==> src/rtl/rx_hamming_pkg.sv <==
// Hamming(7,4) types and helpers shared by the RX corrector and the TX encoder.
// Bit layout: data e6,e5,e4,e2; parity e3,e1,e0.
package rx_hamming_pkg;

  typedef logic [6:0] code_t;
  typedef logic [3:0] nibble_t;
  typedef logic [2:0] synd_t;

  localparam synd_t SYND_CLEAN = 3'd0;

  // A non-zero syndrome value s points at bit e[s-1].
  function automatic synd_t syndrome(input code_t c);
    return {c[3] ^ c[4] ^ c[5] ^ c[6],
            c[1] ^ c[2] ^ c[5] ^ c[6],
            c[0] ^ c[2] ^ c[4] ^ c[6]};
  endfunction

  function automatic nibble_t extract(input code_t c);
    return {c[6], c[5], c[4], c[2]};
  endfunction

endpackage

==> src/rtl/module_rx_bitfix.sv <==
// Combinational single-bit corrector: flips e[synd-1] when the syndrome is non-zero.
// Zero latency; no flow control of its own.
module module_rx_bitfix
  import rx_hamming_pkg::*;
(
  input  code_t code,
  input  synd_t synd,
  output code_t fixed
);

  always_comb begin
    fixed = code;
    if (synd != SYND_CLEAN) begin
      fixed[synd - 3'd1] = ~code[synd - 3'd1];
    end
  end

endmodule

==> src/rtl/module_rx_corrector.sv <==
// Hamming(7,4) RX corrector: 2-stage valid/ready pipeline plus a saturating error counter.
// Latency 2 clk, 1 word/clk; a stalled output holds both stages and drops in_ready.
module module_rx_corrector
  import rx_hamming_pkg::*;
#(
  parameter int CNT_W = 8
) (
  input  logic             clk,
  input  logic             rst,
  input  logic             in_valid,
  output logic             in_ready,
  input  logic [6:0]       in_code,
  output logic             out_valid,
  input  logic             out_ready,
  output logic [3:0]       out_data,
  output logic [3:0]       out_syndrome,
  output logic             out_err,
  input  logic             clr_count,
  output logic [CNT_W-1:0] err_count
);

  localparam logic [CNT_W-1:0] CNT_MAX = {CNT_W{1'b1}};

  logic    s1_valid;
  code_t   s1_code;
  synd_t   s1_synd;

  logic    s2_valid;
  nibble_t s2_data;
  synd_t   s2_synd;
  logic    s2_err;

  logic    adv1;
  logic    adv2;
  code_t   s1_fixed;

  // No skid buffer: in_ready follows out_ready combinationally through both stages.
  assign adv2     = ~s2_valid | out_ready;
  assign adv1     = ~s1_valid | adv2;
  assign in_ready = adv1;

  always_ff @(posedge clk) begin
    if (rst) begin
      s1_valid <= 1'b0;
      s1_code  <= '0;
      s1_synd  <= SYND_CLEAN;
    end else if (adv1) begin
      s1_valid <= in_valid;
      if (in_valid) begin
        s1_code <= in_code;
        s1_synd <= syndrome(in_code);
      end
    end
  end

  module_rx_bitfix u_bitfix (
    .code  (s1_code),
    .synd  (s1_synd),
    .fixed (s1_fixed)
  );

  always_ff @(posedge clk) begin
    if (rst) begin
      s2_valid <= 1'b0;
      s2_data  <= '0;
      s2_synd  <= SYND_CLEAN;
      s2_err   <= 1'b0;
    end else if (adv2) begin
      s2_valid <= s1_valid;
      if (s1_valid) begin
        s2_data <= extract(s1_fixed);
        s2_synd <= s1_synd;
        s2_err  <= (s1_synd != SYND_CLEAN);
      end
    end
  end

  assign out_valid    = s2_valid;
  assign out_data     = s2_data;
  assign out_syndrome = {1'b0, s2_synd};
  assign out_err      = s2_err;

  // Clear wins over a same-cycle increment.
  always_ff @(posedge clk) begin
    if (rst || clr_count) begin
      err_count <= '0;
    end else if (s2_valid && out_ready && s2_err && (err_count != CNT_MAX)) begin
      err_count <= err_count + CNT_W'(1);
    end
  end

endmodule
==> config.mk <==
export PLATFORM = sky130hd
export DESIGN_NAME = module_rx_corrector
export DESIGN_NICKNAME = d
export VERILOG_FILES = /design/src/rtl/rx_hamming_pkg.sv /design/src/rtl/module_rx_bitfix.sv /design/src/rtl/module_rx_corrector.sv
export SDC_FILE = /design/constraint.sdc
export NUM_CORES = 1
export LEC_CHECK = 0
export CAP_MARGIN = 10
export CORE_ASPECT_RATIO = 0.8
export CORE_UTILIZATION = 45
export CTS_BUF_LIST = sky130_fd_sc_hd__clkbuf_4 sky130_fd_sc_hd__clkbuf_8 sky130_fd_sc_hd__clkbuf_16
export CTS_CLUSTER_SIZE = 40
export DETAILED_ROUTE_END_ITERATION = 6
export GPL_ROUTABILITY_DRIVEN = 0
export PLACE_DENSITY = 0.75
export SYNTH_ARGS = -nofsm -noshare
export SYNTH_HDL_FRONTEND = slang
export SYNTH_HIERARCHICAL = 1
export SYNTH_SLANG_ARGS = --single-unit
==> constraint.sdc <==
create_clock -name clk -period 2.1 [get_ports clk]
set_input_delay 0.315 -clock clk [delete_from_list [all_inputs] [get_ports clk]]
set_output_delay 0.315 -clock clk [all_outputs]
set_load 0.03 [all_outputs]
==> results of run 1 <==
-- worst min path at each step --
stage	from	endpoint	slack, ns	cells after the start
5_1_grt	err_count[7]$_SDFFE_PP0P_	err_count[7]$_SDFFE_PP0P_	0.55	2
2_1_floorplan	in_valid	s1_valid$_SDFFE_PP0P_	0.44	2
4_1_cts	s1_code[0]$_SDFFE_PP0P_	s1_code[0]$_SDFFE_PP0P_	0.51	2
6_report	s1_code[3]$_SDFFE_PP0P_	s1_code[3]$_SDFFE_PP0P_	0.51	2
3_5_place_dp	s1_code[0]$_SDFFE_PP0P_	s1_code[0]$_SDFFE_PP0P_	0.48	2
3_3_place_gp	s2_synd[2]$_SDFFE_PP0P_	s2_synd[2]$_SDFFE_PP0P_	0.48	2
-- per-stage QoR --
stage,instances,instance area (um^2)
3_5_place_dp,213,1750
3_3_place_gp,213,1750
4_1_cts,216,1800
2_1_floorplan,147,1420
6_report,216,1800
5_1_grt,216,1800
-- state kept, by name, indices dropped and copies added (netlist names) --
signal / cells
s1_code: 7
s1_synd: 3
out_err: 1
s2_synd: 3
s1_valid: 1
out_data: 4
err_count: 8
out_valid: 1
-- layer usage --
layer | vias to the layer above | global-route usage, % | part of all wire (%)
met4 | 0 | 10.0 | 1.4
met3 | 4 | 4.13 | 4.8
met1 | 536 | 26.0 | 48
met5 | - | 0 | 0
li1 | 580 | - | -
met2 | 34 | 33.2 | 46
-- critical path, delay by kind of cell, from the launching register on --
kind | cells | cell delay [ns]
mux | 3 | 0.74
simple gates | 3 | 0.44
flops | 1 | 0.38
fa+ha+maj | 1 | 0.20
buf+inv | 1 | 0.09
-- area by class of cell --
cell class	count	area (um^2)	area share (%)
clock buffer	3	41.3	2.30
inverter	5	18.8	1.05
multi-input combinational	108	800	44.5
sequential	28	561	31.2
tap	38	47.5	2.65
timing repair buffer	34	328	18.3
-- power breakdown --
group / internal [mW] / total [mW] / switching (mW) / leakage [nW]
clock network: 0.129 / 0.278 / 0.150 / 0.0216
registers: 0.554 / 0.573 / 0.0191 / 0.229
logic: 0.125 / 0.260 / 0.135 / 0.494
==> results.md, run 1 <==
- Status: complete, no violations
- Total Power: 1.11 mW
- CP most frequent cell: mux2i_1
- FP Rows: 17
- Worst stage delay on the critical path: 0.38 ns
- Post-DP HPWL: 2.27 mm
- DR pass1 iterations: 6
- DR WL/cell: 14.0 um
- DIE WIDTH: 64.8 um
- Initial detailed-routing violation count: 41
- Worst hold path type: reg -> reg
- Cts bufs inserted: 3
- Layout area overhead: 26.7%
- Clk sink count: 28
- Worst r2r dst: out_data[1]$_SDFFE_PP0P_
- Setup violators final: 0
- Worst path slowest cell: dfxtp_1
- DRC: 0
- WHS: 0.509 ns
- WS Path Type: reg -> reg
- Worst R2R Start: s1_synd[1]$_SDFFE_PP0P_
- Fin Clk Skew: 0.00492 ns
- Crit-path cells: inv_1, ha_1, nand2b_1, mux2i_1, nor2b_1, mux2_4, mux2i_1, nor2_1
- PnR worst setup slack: 0.141 ns
- RSZ-0062 raised after global routing: no
- Startpoint types: register
- CTS root buffer: clkbuf_8
- Pleak: 0.744 nW
- Largest net degree at the start of global routing: 23
- Post-Route Utilization: 62.5%
- Cells after synthesis: 147
- # IOs: 31
- Die Y-Extent: 52.2 um
- Fraction of layout cells with a size suffix above 1: 11.2%
- Clock-pin slew on the worst setup and hold paths: 0.09 ns
- CP Data Required Time: 2.26 ns
- Dpl ws: 0.181 ns
- Hold buffer count at CTS: 0
- ANT nets after route: 0
- Via Count: 1154
- Area of the core: 2870 um^2
- H-tree Lvls: 1
- Port bufs: 29
- Layout fillers: 251
- P per Cell Area: 619 nW/um^2
- Synthesized area: 1420 um^2
- Total gr overflow: 0
- Fin Setup TNS: 0 ns
- Clk buf depth: 2
- Final hold vios: 0
- Crit path to: out_data[1]$_SDFFE_PP0P_
- Achievable Freq: 511 MHz
- R2R setup slack: 0.14 ns
- N_diodes: 0
- Nets: 195
- Post-CTS Setup Repair Bufs: 0
- TritonCTS clock tree: yes
- Worst skew pair latency: 0.27 ns
- CP startpoint: s1_synd[1]$_SDFFE_PP0P_
- Initial antenna violation count: 0
- Post-CTS Resized: 0
- Via density: 5.34
- Die Area: 3380 um^2
- Pins over their slew limit: 0
- Total GRT Usage: 20.4%
- Drt total wl: 3.03 mm
- Fin crit share: 93.3%
- Crit Path Max Fanout: 4
- Max Cap Violations: 0
- Worst reg2reg path depth: 8
- Worst VDD drop: 332 uV
- Vias in the first global route: 1155
- Fin crit period: 1.96 ns
- Yosys warns: 6
- Syn Nets: 162
- Starting Density: 49.4%
- CP Capture Type: register
- Most frequent cells in the layout: clkdlybuf4s50_1 (29), dfxtp_1 (28), nor2_1 (22)
- Most common cell after layout, fill and taps aside: clkdlybuf4s50_1
- First-pass GRT wire length: 5.17 mm
- CP arrival: 2.12 ns
- Avg Inst Size Synth: 9.64 um^2
No activity file was read; power rests on OpenSTA's default activity.
==> inputs of run 2 (changes only) <==
==> constraint.sdc (replaced) <==
create_clock -name clk -period 2.1 [get_ports clk]
set_input_delay 0.42 -clock clk [delete_from_list [all_inputs] [get_ports clk]]
set_output_delay 0.42 -clock clk [all_outputs]
set_load 0.03 [all_outputs]
==> results.md, run 2 (synthesis results as in run 1) <==
- Fin crit share: 92.5%
- Vias in the first global route: 1117
- Post-CTS Resized: 0
- DIE WIDTH: 64.8 um
- Initial antenna violation count: 0
- CP Capture Type: register
- Worst VDD drop: 389 uV
- P per Cell Area: 617 nW/um^2
- Total gr overflow: 0
- Area occupied by multi-input gates: 800 um^2
- # IOs: 31
- TritonCTS clock tree: yes
- ANT nets after route: 0
- Max FFs per register: 8
- Fraction of layout cells with a size suffix above 1: 11.8%
- Via density: 5.28
- Clock-pin slew on the worst setup and hold paths: 0.08 ns
- Hold buffer count at CTS: 0
- Achievable Freq: 515 MHz
- First-pass GRT wire length: 5.04 mm
- Most frequent cells in the layout: dfxtp_1 (28), clkdlybuf4s50_1 (28), nor2_1 (22)
- Fin Setup TNS: 0 ns
- Nets: 195
- Fin crit period: 1.94 ns
- Worst R2R Start: s1_synd[1]$_SDFFE_PP0P_
- Clk buf depth: 2
- Worst hold path type: reg -> reg
- Largest net degree at the start of global routing: 23
- GR Layer Usage met1: 27.5%
- Cts bufs inserted: 3
- Layer with the highest usage: met2
- Initial detailed-routing violation count: 71
- N_diodes: 0
- DR pass1 iterations: 4
- Hold path startpoint: s1_code[3]$_SDFFE_PP0P_
- R2R setup slack: 0.16 ns
- Post-CTS Setup Repair Bufs: 0
- Final hold vios: 0
- RSZ-0062 raised after global routing: no
- Port bufs: 29
- Worst reg2reg path depth: 8
- Clk sink count: 28
- WHS: 0.495 ns
- Pleak: 0.744 nW
- H-tree Lvls: 1
- GR Util met3: 5.22%
- Drt total wl: 2.97 mm
- Met2 Track Usage GR: 30.0%
- Starting Density: 49.4%
- WS Path Type: reg -> reg
- Status: complete, no violations
- Crit Path Max Fanout: 5
- CTS root buffer: clkbuf_8
- FP Rows: 17
- Startpoint types: register
- DR WL/cell: 13.7 um
- Worst r2r dst: out_data[0]$_SDFFE_PP0P_
- Layout area overhead: 26.5%
- Setup violators final: 0
- DRC: 0
- CP startpoint: s1_synd[1]$_SDFFE_PP0P_
- Via Count: 1141
- Die Area: 3380 um^2
- Crit path to: out_data[0]$_SDFFE_PP0P_
- CP Data Required Time: 2.26 ns
- Pins over their slew limit: 0
- Die Y-Extent: 52.2 um
- CP arrival: 2.10 ns
- Post-DP HPWL: 2.27 mm
- Most flops, register: err_count
- Fin Clk Skew: 0.00214 ns
- Layout fillers: 243
- Register area: 561 um^2
- Worst skew pair latency: 0.27 ns
- Area of the core: 2870 um^2
- Max Cap Violations: 0
- Total GRT Usage: 19.8%
-- run 2: worst max-delay path: stages, from the launching register on --
cell     delay [ns]
dfxtp_1        0.41
inv_1          0.09
ha_1           0.25
xnor2_1        0.37
a221o_2        0.22
nand2_4        0.05
mux2_4         0.25
mux2i_1        0.13
nor2_1         0.05
-- run 2: layout make-up --
cell class / count / share of cell area (%)
Multi-Input combinational cell: 108 / 44.6
Sequential cell: 28 / 31.3
Timing Repair Buffer: 34 / 18.1
Tap cell: 38 / 2.65
Clock buffer: 3 / 2.30
Inverter: 5 / 1.05
-- run 2: metal layers --
layer	vias to the layer above	routed length (um)
met5	-	0
met4	0	34
met3	4	112
met2	24	1250
met1	540	1570
li1	573	-
-- run 2: report_power, final --
part	switching, mW	internal, mW
clock	0.148	0.128
combinational	0.130	0.127
sequential	0.0198	0.554
-- run 2: per-stage QoR --
stage | instance area [um^2] | instances | setup slack (ns) | total power [mW] | utilization (%)
global route | 1790 | 216 | 0.0296 | 1.17 | 62.4
global placement | 1750 | 213 | 0.222 | 0.831 | 61.0
finish | 1790 | 216 | 0.157 | 1.11 | 62.4
CTS | 1790 | 216 | 0.163 | 1.12 | 62.4
floorplan | 1420 | 147 | 0.176 | 0.761 | -
detailed placement | 1750 | 213 | 0.161 | 0.840 | 61.0
-- run 2: worst min-delay path by stage --
stage,to,slack (ns),depth (start not counted)
finish,s1_code[3]$_SDFFE_PP0P_,0.50,2
CTS,s1_code[3]$_SDFFE_PP0P_,0.50,2
floorplan,s1_code[1]$_SDFFE_PP0P_,0.45,2
global placement,out_data[3]$_SDFFE_PP0P_,0.47,2
detailed placement,s1_code[3]$_SDFFE_PP0P_,0.48,2
global route,s2_synd[1]$_SDFFE_PP0P_,0.55,2
==> inputs of run 3 (changes only) <==
--- a/config.mk
+++ b/config.mk
@@ -6,12 +6,13 @@
 export NUM_CORES = 1
 export LEC_CHECK = 0
 export CAP_MARGIN = 10
-export CORE_ASPECT_RATIO = 0.8
+export CORE_ASPECT_RATIO = 2
 export CORE_UTILIZATION = 45
 export CTS_BUF_LIST = sky130_fd_sc_hd__clkbuf_4 sky130_fd_sc_hd__clkbuf_8 sky130_fd_sc_hd__clkbuf_16
 export CTS_CLUSTER_SIZE = 40
 export DETAILED_ROUTE_END_ITERATION = 6
 export GPL_ROUTABILITY_DRIVEN = 0
+export GPL_TIMING_DRIVEN = 0
 export PLACE_DENSITY = 0.75
 export SYNTH_ARGS = -nofsm -noshare
 export SYNTH_HDL_FRONTEND = slang
==> results.md, run 3 (synthesis results as in run 1) <==
- Non-Filler Cell Area, Final: 1830 um^2
- Most frequent cells in the layout: clkdlybuf4s50_1 (28), dfxtp_1 (27), nor2_1 (22)
- H-tree Lvls: 1
- Cts bufs inserted: 3
- CP Data Required Time: 2.31 ns
- Via Count: 1180
- Worst hold path type: reg -> reg
- Post-Route Utilization: 61.5%
- Achievable Freq: 500 MHz
- Fin Clk Skew: 0.00351 ns
- DRC: 0
- Clk buf depth: 2
- Worst skew pair latency: 0.27 ns
- CTS root buffer: clkbuf_8
- Post-DP HPWL: 2.27 mm
- DR pass1 iterations: 4
- Largest net degree at the start of global routing: 17
- Layout fillers: 245
- Total GRT Usage: 19.5%
- First-pass GRT wire length: 5.09 mm
- CP Capture Type: register
- Hold path startpoint: s1_code[3]$_SDFFE_PP0P_
- P per Cell Area: 682 nW/um^2
- Clock-pin slew on the worst setup and hold paths: 0.09 ns
- Area of the core: 2980 um^2
- Vias in the first global route: 1206
- CP arrival: 2.21 ns
- Layout area overhead: 29.1%
- CP startpoint: s1_synd[0]$_SDFFE_PP0P_
- Most common cell after layout, fill and taps aside: clkdlybuf4s50_1
- Most flops, register: err_count
- Initial detailed-routing violation count: 27
- Worst R2R Start: s1_synd[0]$_SDFFE_PP0P_
- Port bufs: 29
- Setup violators final: 0
- Worst slew pin tran: 0.560 ns
- Initial antenna violation count: 0
- Hold buffer count at CTS: 0
- Total Power: 1.25 mW
- Max Cap Violations: 0
- Die Y-Extent: 81.4 um
- Crit Path Max Fanout: 8
- Die Area: 3390 um^2
- Total gr overflow: 0
- Worst reg2reg path depth: 7
- Fraction of layout cells with a size suffix above 1: 13.9%
- Status: complete, no violations
- FP Rows: 28
- Hold Path Depth: 2
- Final hold vios: 0
- ANT nets after route: 0
- Startpoint types: register
- Worst VDD drop: 545 uV
- # IOs: 31
- TritonCTS clock tree: yes
- N_diodes: 0
- Pleak: 0.754 nW
- WS Path Type: reg -> reg
- Starting Density: 47.6%
- Dpl ws: -0.113 ns
- Max FFs per register: 8
- DIE WIDTH: 41.7 um
- Rel. slew slack: 62.7%
- RSZ-0062 raised after global routing: yes
- Via density: 5.62
- Drt total wl: 2.85 mm
- Post-CTS Setup Repair Bufs: 0
- Pins over their slew limit: 0
- Placed instance area: 1750 um^2
- Fin crit share: 95.2%
- Fin crit period: 2.00 ns
- Clk sink count: 28
- Nets: 196
- DR WL/cell: 13.6 um
- PnR worst setup slack: 0.100 ns
==> run 3: changes by cell type in the layout (fill, tap and decap cells not counted), sizes merged <==
cell / delta
buf: -3
bufinv: +1
dlygate4sd2: +1
clkbuf: +3
==> run 3: metrics by stage <==
step | hold slack [ns] | setup TNS [ns] | instances
after global placement | 0.471 | -0.0988 | 206
after detailed placement | 0.488 | -0.322 | 206
after CTS | 0.511 | 0 | 210
after floorplan | 0.452 | 0 | 147
final | 0.501 | 0 | 210
after global routing | 0.544 | -0.0559 | 210
==> run 3: power breakdown <==
| part | switching, mW | internal, mW |
|---|---|---|
| Sequential | 0.0234 | 0.554 |
| Combinational | 0.125 | 0.127 |
| Clock | 0.163 | 0.255 |
| Total | 0.311 | 0.937 |
==> run 3: final timing paths <==
check / slack (ns) / endpoint
max: 0.10 / out_data[3]$_SDFFE_PP0P_
min: 0.50 / s1_code[3]$_SDFFE_PP0P_
max reg2reg: 0.10 / out_data[3]$_SDFFE_PP0P_
min reg2reg: 0.50 / s1_code[3]$_SDFFE_PP0P_
==> run 3: final cells by class <==
cell class | instances | area (um^2) | area share, %
multi-input combinational | 108 | 811 | 44.3
sequential | 28 | 564 | 30.8
timing repair buffer | 29 | 289 | 15.8
clock buffer | 3 | 41.3 | 2.26
buffer | 6 | 38.8 | 2.12
tap | 30 | 37.5 | 2.05
clock inverter | 1 | 30.0 | 1.64
inverter | 5 | 18.8 | 1.03
==> run 3: routing by layer <==
layer  wire, um  global-route usage, %  share of wire [%]  vias up
met1       1070                   18.8                 37      552
met4        168                   17.7                5.9        0
li1           -                      -                  -      578
met2       1550                   35.3                 54       36
met5          0                      0                  0        -
met3         74                   2.00                2.6       14
==> run 3: critical path, cell delays in order, from the launching register on <==
cell	delay (ns)
dfxtp_4	0.41
inv_1	0.10
ha_2	0.38
and2b_1	0.22
a221o_2	0.42
a41oi_1	0.21
mux2i_1	0.09
nor2_1	0.10
==> run 3: repair_timing <==
action / in CTS / in global routing
setup endpoints to repair: 5 / 4
gates resized for setup: 2 / 5
gates cloned: 0 / 0
pin swaps: 0 / 0
